`config.mk`:
```
export PLATFORM = sky130hd
export DESIGN_NAME = npu_act_feeder
export DESIGN_NICKNAME = d
export VERILOG_FILES = /design/src/rtl/pkg_npu.sv /design/src/rtl/npu_skew_line.sv /design/src/rtl/npu_act_feeder.sv
export SDC_FILE = /design/constraint.sdc
export NUM_CORES = 2
export LEC_CHECK = 0
export CORE_MARGIN = 2
export CORE_UTILIZATION = 45
export DETAILED_ROUTE_END_ITERATION = 8
export GPL_TIMING_DRIVEN = 0
export HOLD_SLACK_MARGIN = 0.1
export PLACE_DENSITY = 0.66
export SKIP_CTS_REPAIR_TIMING = 1
export SLEW_MARGIN = 30
export SYNTH_ARGS = -nofsm -noshare
export SYNTH_HDL_FRONTEND = slang
export SYNTH_SLANG_ARGS = --single-unit
export TNS_END_PERCENT = 100
```
`constraint.sdc`:
```
create_clock -name clk_i -period 8.8 [get_ports clk_i]
set_clock_uncertainty 0.15 [all_clocks]
set_input_delay 1.76 -clock clk_i [delete_from_list [all_inputs] [get_ports clk_i]]
set_output_delay 1.76 -clock clk_i [all_outputs]
set_load 0.02 [all_outputs]
```
`src/rtl/pkg_npu.sv`:
```
// Shared types and constants for the NPU activation feeder.
package pkg_npu;

    localparam int ARRAY_N_DEF = 16;
    localparam int RAM_RD_LAT  = 1;

    typedef enum logic [1:0] {
        ST_IDLE,
        ST_READ,
        ST_FLUSH,
        ST_DONE
    } feeder_state_e;

endpackage

```
`src/rtl/npu_skew_line.sv`:
```
// Fixed-depth data+valid delay line for one systolic lane; data is zeroed outside valid.
// Latency: DEPTH cycles (DEPTH=0 is a pass-through).
// Backpressure: none, the line always shifts.
module npu_skew_line #(
    parameter int DEPTH  = 0,
    parameter int DWidth = 8
) (
    input  logic              clk_i,
    input  logic              rst_i,
    input  logic              vld_i,
    input  logic [DWidth-1:0] dat_i,
    output logic              vld_o,
    output logic [DWidth-1:0] dat_o
);

    if (DEPTH == 0) begin : g_pass
        logic unused_clk_rst;
        assign unused_clk_rst = clk_i | rst_i;
        assign vld_o = vld_i;
        assign dat_o = vld_i ? dat_i : '0;
    end else begin : g_delay
        logic [DEPTH*DWidth-1:0] dat_sr;
        logic [DEPTH-1:0]        vld_sr;

        // Oldest stage sits at the top of each packed shift register.
        always_ff @(posedge clk_i) begin
            if (rst_i) begin
                dat_sr <= '0;
                vld_sr <= '0;
            end else begin
                dat_sr <= (DEPTH*DWidth)'({dat_sr, dat_i});
                vld_sr <= DEPTH'({vld_sr, vld_i});
            end
        end

        assign vld_o = vld_sr[DEPTH-1];
        assign dat_o = vld_sr[DEPTH-1] ? dat_sr[(DEPTH-1)*DWidth +: DWidth] : '0;
    end

endmodule

```
`src/rtl/npu_act_feeder.sv`:
```
// Streams K words from ARRAY_N activation banks and skews lane r by r cycles into the array.
// Latency: first read 1 cycle after a_buf_on rises, lane r data at i+2+r; done after K+ARRAY_N+1.
// Backpressure: none; optional busy-cycle counter under NPU_ACT_FEEDER_PERF_CNT_EN.
module npu_act_feeder
    import pkg_npu::*;
#(
    parameter int ARRAY_N    = ARRAY_N_DEF,
    parameter int ADDR_WIDTH = 32,
    parameter int DWidth     = 8
) (
    input  logic                        clk_i,
    input  logic                        rst_i,
    input  logic                        a_buf_on,
    input  logic [ADDR_WIDTH-1:0]       a_base_addr,
    input  logic [$clog2(ARRAY_N):0]    a_num_rows,
    input  logic [31:0]                 k_len,
    output logic                        a_ram_r_en,
    output logic [ADDR_WIDTH-1:0]       a_ram_r_addr,
    input  logic [ARRAY_N*DWidth-1:0]   a_ram_r_data,
    output logic [ARRAY_N*DWidth-1:0]   sa_act_o,
    output logic [ARRAY_N-1:0]          sa_act_valid_o,
    output logic                        busy_o,
    output logic                        done_o,
    output logic [31:0]                 busy_cycles_o
);

    localparam int MW = $clog2(ARRAY_N) + 1;

    feeder_state_e         state_q, state_d;
    logic [31:0]           cnt_q, cnt_d;
    logic [31:0]           k_q;
    logic [ADDR_WIDTH-1:0] base_q;
    logic [MW-1:0]         m_q;
    logic                  buf_on_q;
    logic                  start;
    logic                  rd_en;
    logic [RAM_RD_LAT-1:0] rd_vld_sr;
    logic                  rd_vld;

    assign start = (state_q == ST_IDLE) && a_buf_on && !buf_on_q;

    always_ff @(posedge clk_i) begin
        if (rst_i) begin
            state_q   <= ST_IDLE;
            cnt_q     <= '0;
            k_q       <= '0;
            base_q    <= '0;
            m_q       <= '0;
            buf_on_q  <= 1'b0;
            rd_vld_sr <= '0;
        end else begin
            state_q   <= state_d;
            cnt_q     <= cnt_d;
            buf_on_q  <= a_buf_on;
            rd_vld_sr <= RAM_RD_LAT'({rd_vld_sr, rd_en});
            if (start) begin
                base_q <= a_base_addr;
                k_q    <= k_len;
                m_q    <= (32'(a_num_rows) > 32'(ARRAY_N)) ? MW'(ARRAY_N) : a_num_rows;
            end
        end
    end

    // cnt_q indexes reads in READ and drain cycles in FLUSH.
    always_comb begin
        state_d = state_q;
        cnt_d   = cnt_q;
        rd_en   = 1'b0;
        case (state_q)
            ST_IDLE: begin
                if (start) begin
                    state_d = (k_len == '0) ? ST_DONE : ST_READ;
                    cnt_d   = '0;
                end
            end
            ST_READ: begin
                rd_en = 1'b1;
                if (cnt_q == k_q - 32'd1) begin
                    state_d = ST_FLUSH;
                    cnt_d   = '0;
                end else begin
                    cnt_d = cnt_q + 32'd1;
                end
            end
            ST_FLUSH: begin
                if (cnt_q == 32'(ARRAY_N - 1)) begin
                    state_d = ST_DONE;
                    cnt_d   = '0;
                end else begin
                    cnt_d = cnt_q + 32'd1;
                end
            end
            ST_DONE: begin
                state_d = ST_IDLE;
            end
            default: begin
                state_d = ST_IDLE;
            end
        endcase
    end

    assign a_ram_r_en   = rd_en;
    assign a_ram_r_addr = rd_en ? base_q + ADDR_WIDTH'(cnt_q) : '0;
    assign busy_o       = (state_q != ST_IDLE);
    assign done_o       = (state_q == ST_DONE);
    assign rd_vld       = rd_vld_sr[RAM_RD_LAT-1];

    for (genvar r = 0; r < ARRAY_N; r++) begin : g_lane
        logic lane_vld;
        assign lane_vld = rd_vld && (32'(m_q) > 32'(r));

        npu_skew_line #(
            .DEPTH  (r),
            .DWidth (DWidth)
        ) u_skew (
            .clk_i  (clk_i),
            .rst_i  (rst_i),
            .vld_i  (lane_vld),
            .dat_i  (lane_vld ? a_ram_r_data[r*DWidth +: DWidth] : '0),
            .vld_o  (sa_act_valid_o[r]),
            .dat_o  (sa_act_o[r*DWidth +: DWidth])
        );
    end

`ifdef NPU_ACT_FEEDER_PERF_CNT_EN
    logic [31:0] busy_cnt_q;

    always_ff @(posedge clk_i) begin
        if (rst_i) begin
            busy_cnt_q <= '0;
        end else if (start) begin
            busy_cnt_q <= '0;
        end else if ((state_q != ST_IDLE) && (busy_cnt_q != '1)) begin
            busy_cnt_q <= busy_cnt_q + 32'd1;
        end
    end

    assign busy_cycles_o = busy_cnt_q;
`else
    assign busy_cycles_o = '0;
`endif

endmodule

```
### Yosys cells after proc, flatten, opt, wreduce, memory -nomap -nowiden

Index checks and enable logic that the tools add are counted.

* word-level logic and storage cells: 162
* input port bits: 200
* output and inout bits: 211
* bits in registers: 1185

* reduce and logical (&&, ||, !) cells: 40
* $add $sub $neg: 3
* mux-type cells: 28
* bitwise gates (word level): 15
* order comparisons: 17
* eq/ne operators: 8

Operator list (count)
* $mux W32: 4
* $mux W8: 16
* $pmux W32 S3: 1
* $gt A5 B4 Y1 const B: 8
* $add A32 B1 Y32 const B: 1
* $add A32 B32 Y32: 1
* $eq A32 B32 Y1: 1
* $eq A32 B4 Y1 const B: 1
* $logic_not A32 Y1: 1
* $sub A32 B1 Y32 const B: 1
* $reduce_or A2 Y1: 15
* $gt A5 B3 Y1 const B: 4
* $logic_and A1 B1 Y1: 18
* $not A1 Y1: 15
* $gt A5 B1 Y1 const B: 2
* $gt A5 B2 Y1 const B: 2
* $mux W2: 4
* $pmux W2 S4: 1
* $ne A2 B2 Y1 const B: 3
* $gt A5 B5 Y1 const B: 1
* $mux W5: 1
* $eq A2 B2 Y1 const B: 2
* $reduce_and A3 Y1: 1
* $reduce_bool A3 Y1: 1
* other kinds (6): 6

### Longest topological paths before layout

* word-level depth: 5
* gate-level depth with buffers: 14
* mapped depth without buffers: 11

### Hierarchy

A second synthesis with hierarchy kept.

* cells, all modules: 3587
* area, all modules: 38971.1 sq um

By module, submodules not included
* npu_act_feeder: area each 8572.0 sq um, cells an instance 1185, times used 1, sequential area each 2102.0 sq um
* npu_skew_line at g_lane[15].u_skew: area each 3806.2 sq um, cells an instance 293, times used 1, sequential area each 2702.6 sq um
* npu_skew_line at g_lane[14].u_skew: area each 3545.9 sq um, cells an instance 274, times used 1, sequential area each 2522.4 sq um
* npu_skew_line at g_lane[13].u_skew: area each 3275.6 sq um, cells an instance 255, times used 1, sequential area each 2342.2 sq um
* npu_skew_line at g_lane[12].u_skew: area each 2997.9 sq um, cells an instance 236, times used 1, sequential area each 2162.1 sq um
* npu_skew_line at g_lane[11].u_skew: area each 2725.1 sq um, cells an instance 217, times used 1, sequential area each 1981.9 sq um
* npu_skew_line at g_lane[10].u_skew: area each 2527.4 sq um, cells an instance 198, times used 1, sequential area each 1801.7 sq um
* npu_skew_line at g_lane[9].u_skew: area each 2279.7 sq um, cells an instance 179, times used 1, sequential area each 1621.6 sq um
* npu_skew_line at g_lane[8].u_skew: area each 2031.9 sq um, cells an instance 160, times used 1, sequential area each 1441.4 sq um
* npu_skew_line at g_lane[7].u_skew: area each 1735.4 sq um, cells an instance 140, times used 1, sequential area each 1261.2 sq um
* npu_skew_line at g_lane[6].u_skew: area each 1493.9 sq um, cells an instance 121, times used 1, sequential area each 1081.0 sq um
* npu_skew_line at g_lane[5].u_skew: area each 1252.5 sq um, cells an instance 102, times used 1, sequential area each 900.9 sq um
* npu_skew_line at g_lane[4].u_skew: area each 1044.8 sq um, cells an instance 83, times used 1, sequential area each 720.7 sq um
* npu_skew_line at g_lane[3].u_skew: area each 799.5 sq um, cells an instance 64, times used 1, sequential area each 540.5 sq um
* +3 rows

### Worst setup path after synthesis

No wires, ideal clock.

* kind: register -> output
* start point: register cnt_q[0]
* end point: output port a_ram_r_addr[30]
* path slack: 3.797 ns
* buffers on the path: 0
* cell stages (with the launch flop): 12
* data required time: 6.890 ns
* arrival: 3.093 ns
* cell sequence: dfxtp_1 -> ha_1 -> fa_1 -> a211oi_1 -> o21a_1 -> o211ai_1 -> a21oi_1 -> o21ai_0 -> a2111oi_0 -> o31ai_1 -> nand2_1 -> mux2i_1

* longest elaborated chain between the ends: 2

RTL lines
* start: declaration: RTL line npu_act_feeder.sv:30 `logic [31:0] cnt_q, cnt_d;`
* start signal: assignment: RTL line npu_act_feeder.sv:53 `cnt_q <= cnt_d;`
* $add A32 B32 Y32: RTL line npu_act_feeder.sv:103 `assign a_ram_r_addr = rd_en ? base_q + ADDR_WIDTH'(cnt_q) : '0;`
* $mux W32: RTL line npu_act_feeder.sv:103
* end: declaration: RTL line npu_act_feeder.sv:18 `output logic [ADDR_WIDTH-1:0] a_ram_r_addr,`

Every way passes these cells.

### Final worst setup path

* start point: register cnt_q[0]
* end point: output port a_ram_r_addr[28]

The elaborated chain is that of the path after synthesis.

==> summary.txt <==
Run status
  – Outcome: finished clean

Timing
  – Max-slew headroom at the worst pin: 0.430
  – Min Tclk post-route: 6.71 ns
  – Final Setup Violations: 0
  – Worst hold slack: 0.258 ns
  – Fin Setup TNS: 0 ns
  – Fmax achieved: 0.149 GHz
  – Slew @ Worst Pin: 0.855 ns
  – Final worst slack: ~2.1 ns
  – Final Max Slew Viols: 0
  – Hold Violations, Final: 0
  – Fin crit share: 0.762
  – Unrepaired setup endpoints after global routing: false

Drt
  – DR iter-0 viols: 887
  – Vias: 23,486
  – Vias per inst: 4.51
  – DR pass1 iterations: 5
  – Routed WL: 75,100 um
  – Antenna Violating Nets Remaining: 0
  – DRC Markers: 0
  – Drt wl/cell: approximately 14 um

Clock network
  – Root buffer cell: clkbuf_16
  – Clock transition at path regs: approximately 0.060 ns
  – CTS Buffer Depth: 3
  – CTS tree: built
  – H-tree depth: 3
  – Clk Latency, worst-skew pair: 0.67 ns
  – Num CTS Buffers: about 110
  – Number of clock sinks: 1,185

Synthesis
  – Yosys warns: 0
  – Largest area contributor in the netlist: dfxtp_1
  – Post-synth EDFFs: 0
  – Post-synth top cells: dfxtp_1 (1,185), nor2b_1 (958), and2_1 (239), nand2_1 (197), clkbuf_1 (154)
  – Count leader, synth: dfxtp_1
  – Syn avg cell area: 10.7 um^2
  – Main synth FF type: dfxtp_1
  – Area share of the largest cell type after synthesis: 0.630
  – Async S/R FF share, synth: 0
  – Synth area leaders: dfxtp_1 (63%), nor2b_1 (16%), and2_1 (4.0%)
  – Post-synthesis register bit count: between 1,000 and 1,500
  – Post-synth cell types: 76
  – Post-Syn Area: 37,600 um^2
  – Cells after Synth: 3,507
  – Register area share after synthesis: 0.630

Die
  – Rows: 106
  – Initial Utilization: 0.452
  – # IOs: around 400
  – Chip height: 293 um
  – Die ar.: 86,000 um^2
  – Core ar.: 83,300 um^2
  – Die X: just under 300 um

Global routing
  – Total grt overflow: 0
  – Tot GR Track Use: 0.171
  – Largest net degree at the start of global routing: 17
  – Initial antenna violation count: 9
  – First-pass GRT wire length: 116,000 um
  – Number of global-route vias before repair: 21,707

Flow run
  – Max_cap viols: 0

Hold path
  – Worst min-delay path class: reg -> reg
  – Hold Crit Depth: 1
  – Hold Crit Endpoint: g_lane[9].u_skew.g_delay.dat_sr[38]
  – Hold Crit Start: g_lane[9].u_skew.g_delay.dat_sr[30]

Critical path
  – CP endpoint kind: primary output
  – Crit Path Class: reg -> out
  – Reg2reg end: cnt_q[10]
  – Arrival time worst endpoint: 4.80 ns
  – Crit path launch type: register
  – Worst r2r src: k_q[0]
  – WP data required: 6.89 ns
  – R2R Setup Slk: 4.63 ns
  – Reg2reg path depth: 11
  – Critical path fanouts, max: 7

Place
  – Buffers on Ports: 377
  – GPL Wtd Cong: 0.880
  – Place WS: 2.76 ns
  – HPWL after detailed placement: approximately 55,000 um

Cells and area
  – Share of cells above drive strength 1: 0.0655
  – Nets@finish: about 4,300
  – Area Overhead vs Synth: 24.5%
  – Util after Layout: 0.563

Power and ir drop
  – Pwr Total: 11.6 mW
  – Peak VDD IR: 0.000161 V
  – Pleak: 18.4 nW
  – Pwr/cell area: 247 nW/um^2
==> critical path, cell delays in order (launching register included) <==
cell and delay [ns]:
dfxtp_1 0.40, ha_1 0.27, fa_1 0.45, a211oi_1 0.26, o21a_1 0.19, o211ai_1 0.10
a21oi_1 0.27, o21ai_0 0.25, a2111oi_0 0.80, o31ai_1 0.20, xnor2_1 0.16, nor2_1 0.17
clkdlybuf4s50_1 0.64
==> worst max path at each step <==
| stage | slack (ns) | end | cells after the start | start |
|---|---|---|---|---|
| 2_1_floorplan | 3.80 | a_ram_r_addr[30] | 11 | cnt_q[0] |
| 3_3_place_gp | 2.73 | a_ram_r_addr[28] | 12 | cnt_q[0] |
| 3_5_place_dp | 2.76 | a_ram_r_addr[28] | 12 | cnt_q[0] |
| 4_1_cts | 2.05 | a_ram_r_addr[28] | 12 | cnt_q[0] |
| 5_1_grt | 1.75 | a_ram_r_addr[30] | 12 | cnt_q[11] |
| 6_report | 2.09 | a_ram_r_addr[28] | 12 | cnt_q[0] |
==> placed cells by master, fill, tap and decap left out, types with 48 or more instances in the layout <==
master,netlist,routed
nand2_1,197,197
clkbuf_1,154,176
nor2b_1,958,957
and2_1,239,239
clkdlybuf4s50_1,0,377
dfxtp_1,1185,1185
nor2_1,81,80
clkbuf_16,0,115
a21oi_1,118,117
buf_4,48,48
==> stage by stage <==
step | cells | instance area, um^2
after floorplan | 3538 | 37700
final | 5208 | 46900
after detailed placement | 4995 | 42900
after CTS | 5203 | 46800
after global routing | 5205 | 46900
after global placement | 4995 | 42900
==> report_power, final <==
part,internal [mW],total [mW],switching [mW]
registers,5.43,5.49,0.0605
clock network,3.00,5.00,2.00
logic,0.394,1.07,0.680
total,8.82,11.6,2.74
==> final cells by class <==
cell class,instances,area [um^2]
clock buffer,160,3260
fill,7250,36400
inverter,22,82.6
buffer,219,1030
tap,1080,1350
timing repair buffer,377,3770
antenna,5,12.5
clock inverter,48,701
multi-input combinational,2112,12900
sequential,1185,23700
==> sequential cells by signal, indices dropped and copies added (netlist names) <==
| register | cells |
|---|---|
| base_q | 32 |
| buf_on_q | 1 |
| m_q | 5 |
| state_q | 2 |
| rd_vld | 1 |
| g_lane.u_skew.g_delay.dat_sr | 960 |
| g_lane.u_skew.g_delay.vld_sr | 119 |
| cnt_q | 32 |
| k_q | 32 |
| g_lane.u_skew.vld_o | 1 |
==> logic make-up (layout without fill, tap and decap cells) <==
kind of cell,after synthesis,after routing,synth area share
buffers and inverters,241,826,0.0295
AOI/OAI and AO/OA,284,284,0.0475
adders and majority gates,40,40,0.0135
other,1,37,0.0000997
and+or+nand+nor,1689,1689,0.263
DFF,1185,1185,0.630
muxes,7,7,0.00186
xor gates and xnor gates,60,60,0.0140
==> metal layers <==
layer / global-route usage / wire length, um
met5: 0 / 49
met4: 0.0648 / 2300
met3: 0.0351 / 4010
met2: 0.295 / 35900
met1: 0.210 / 32800
No activity file was read; power rests on OpenSTA's default activity.
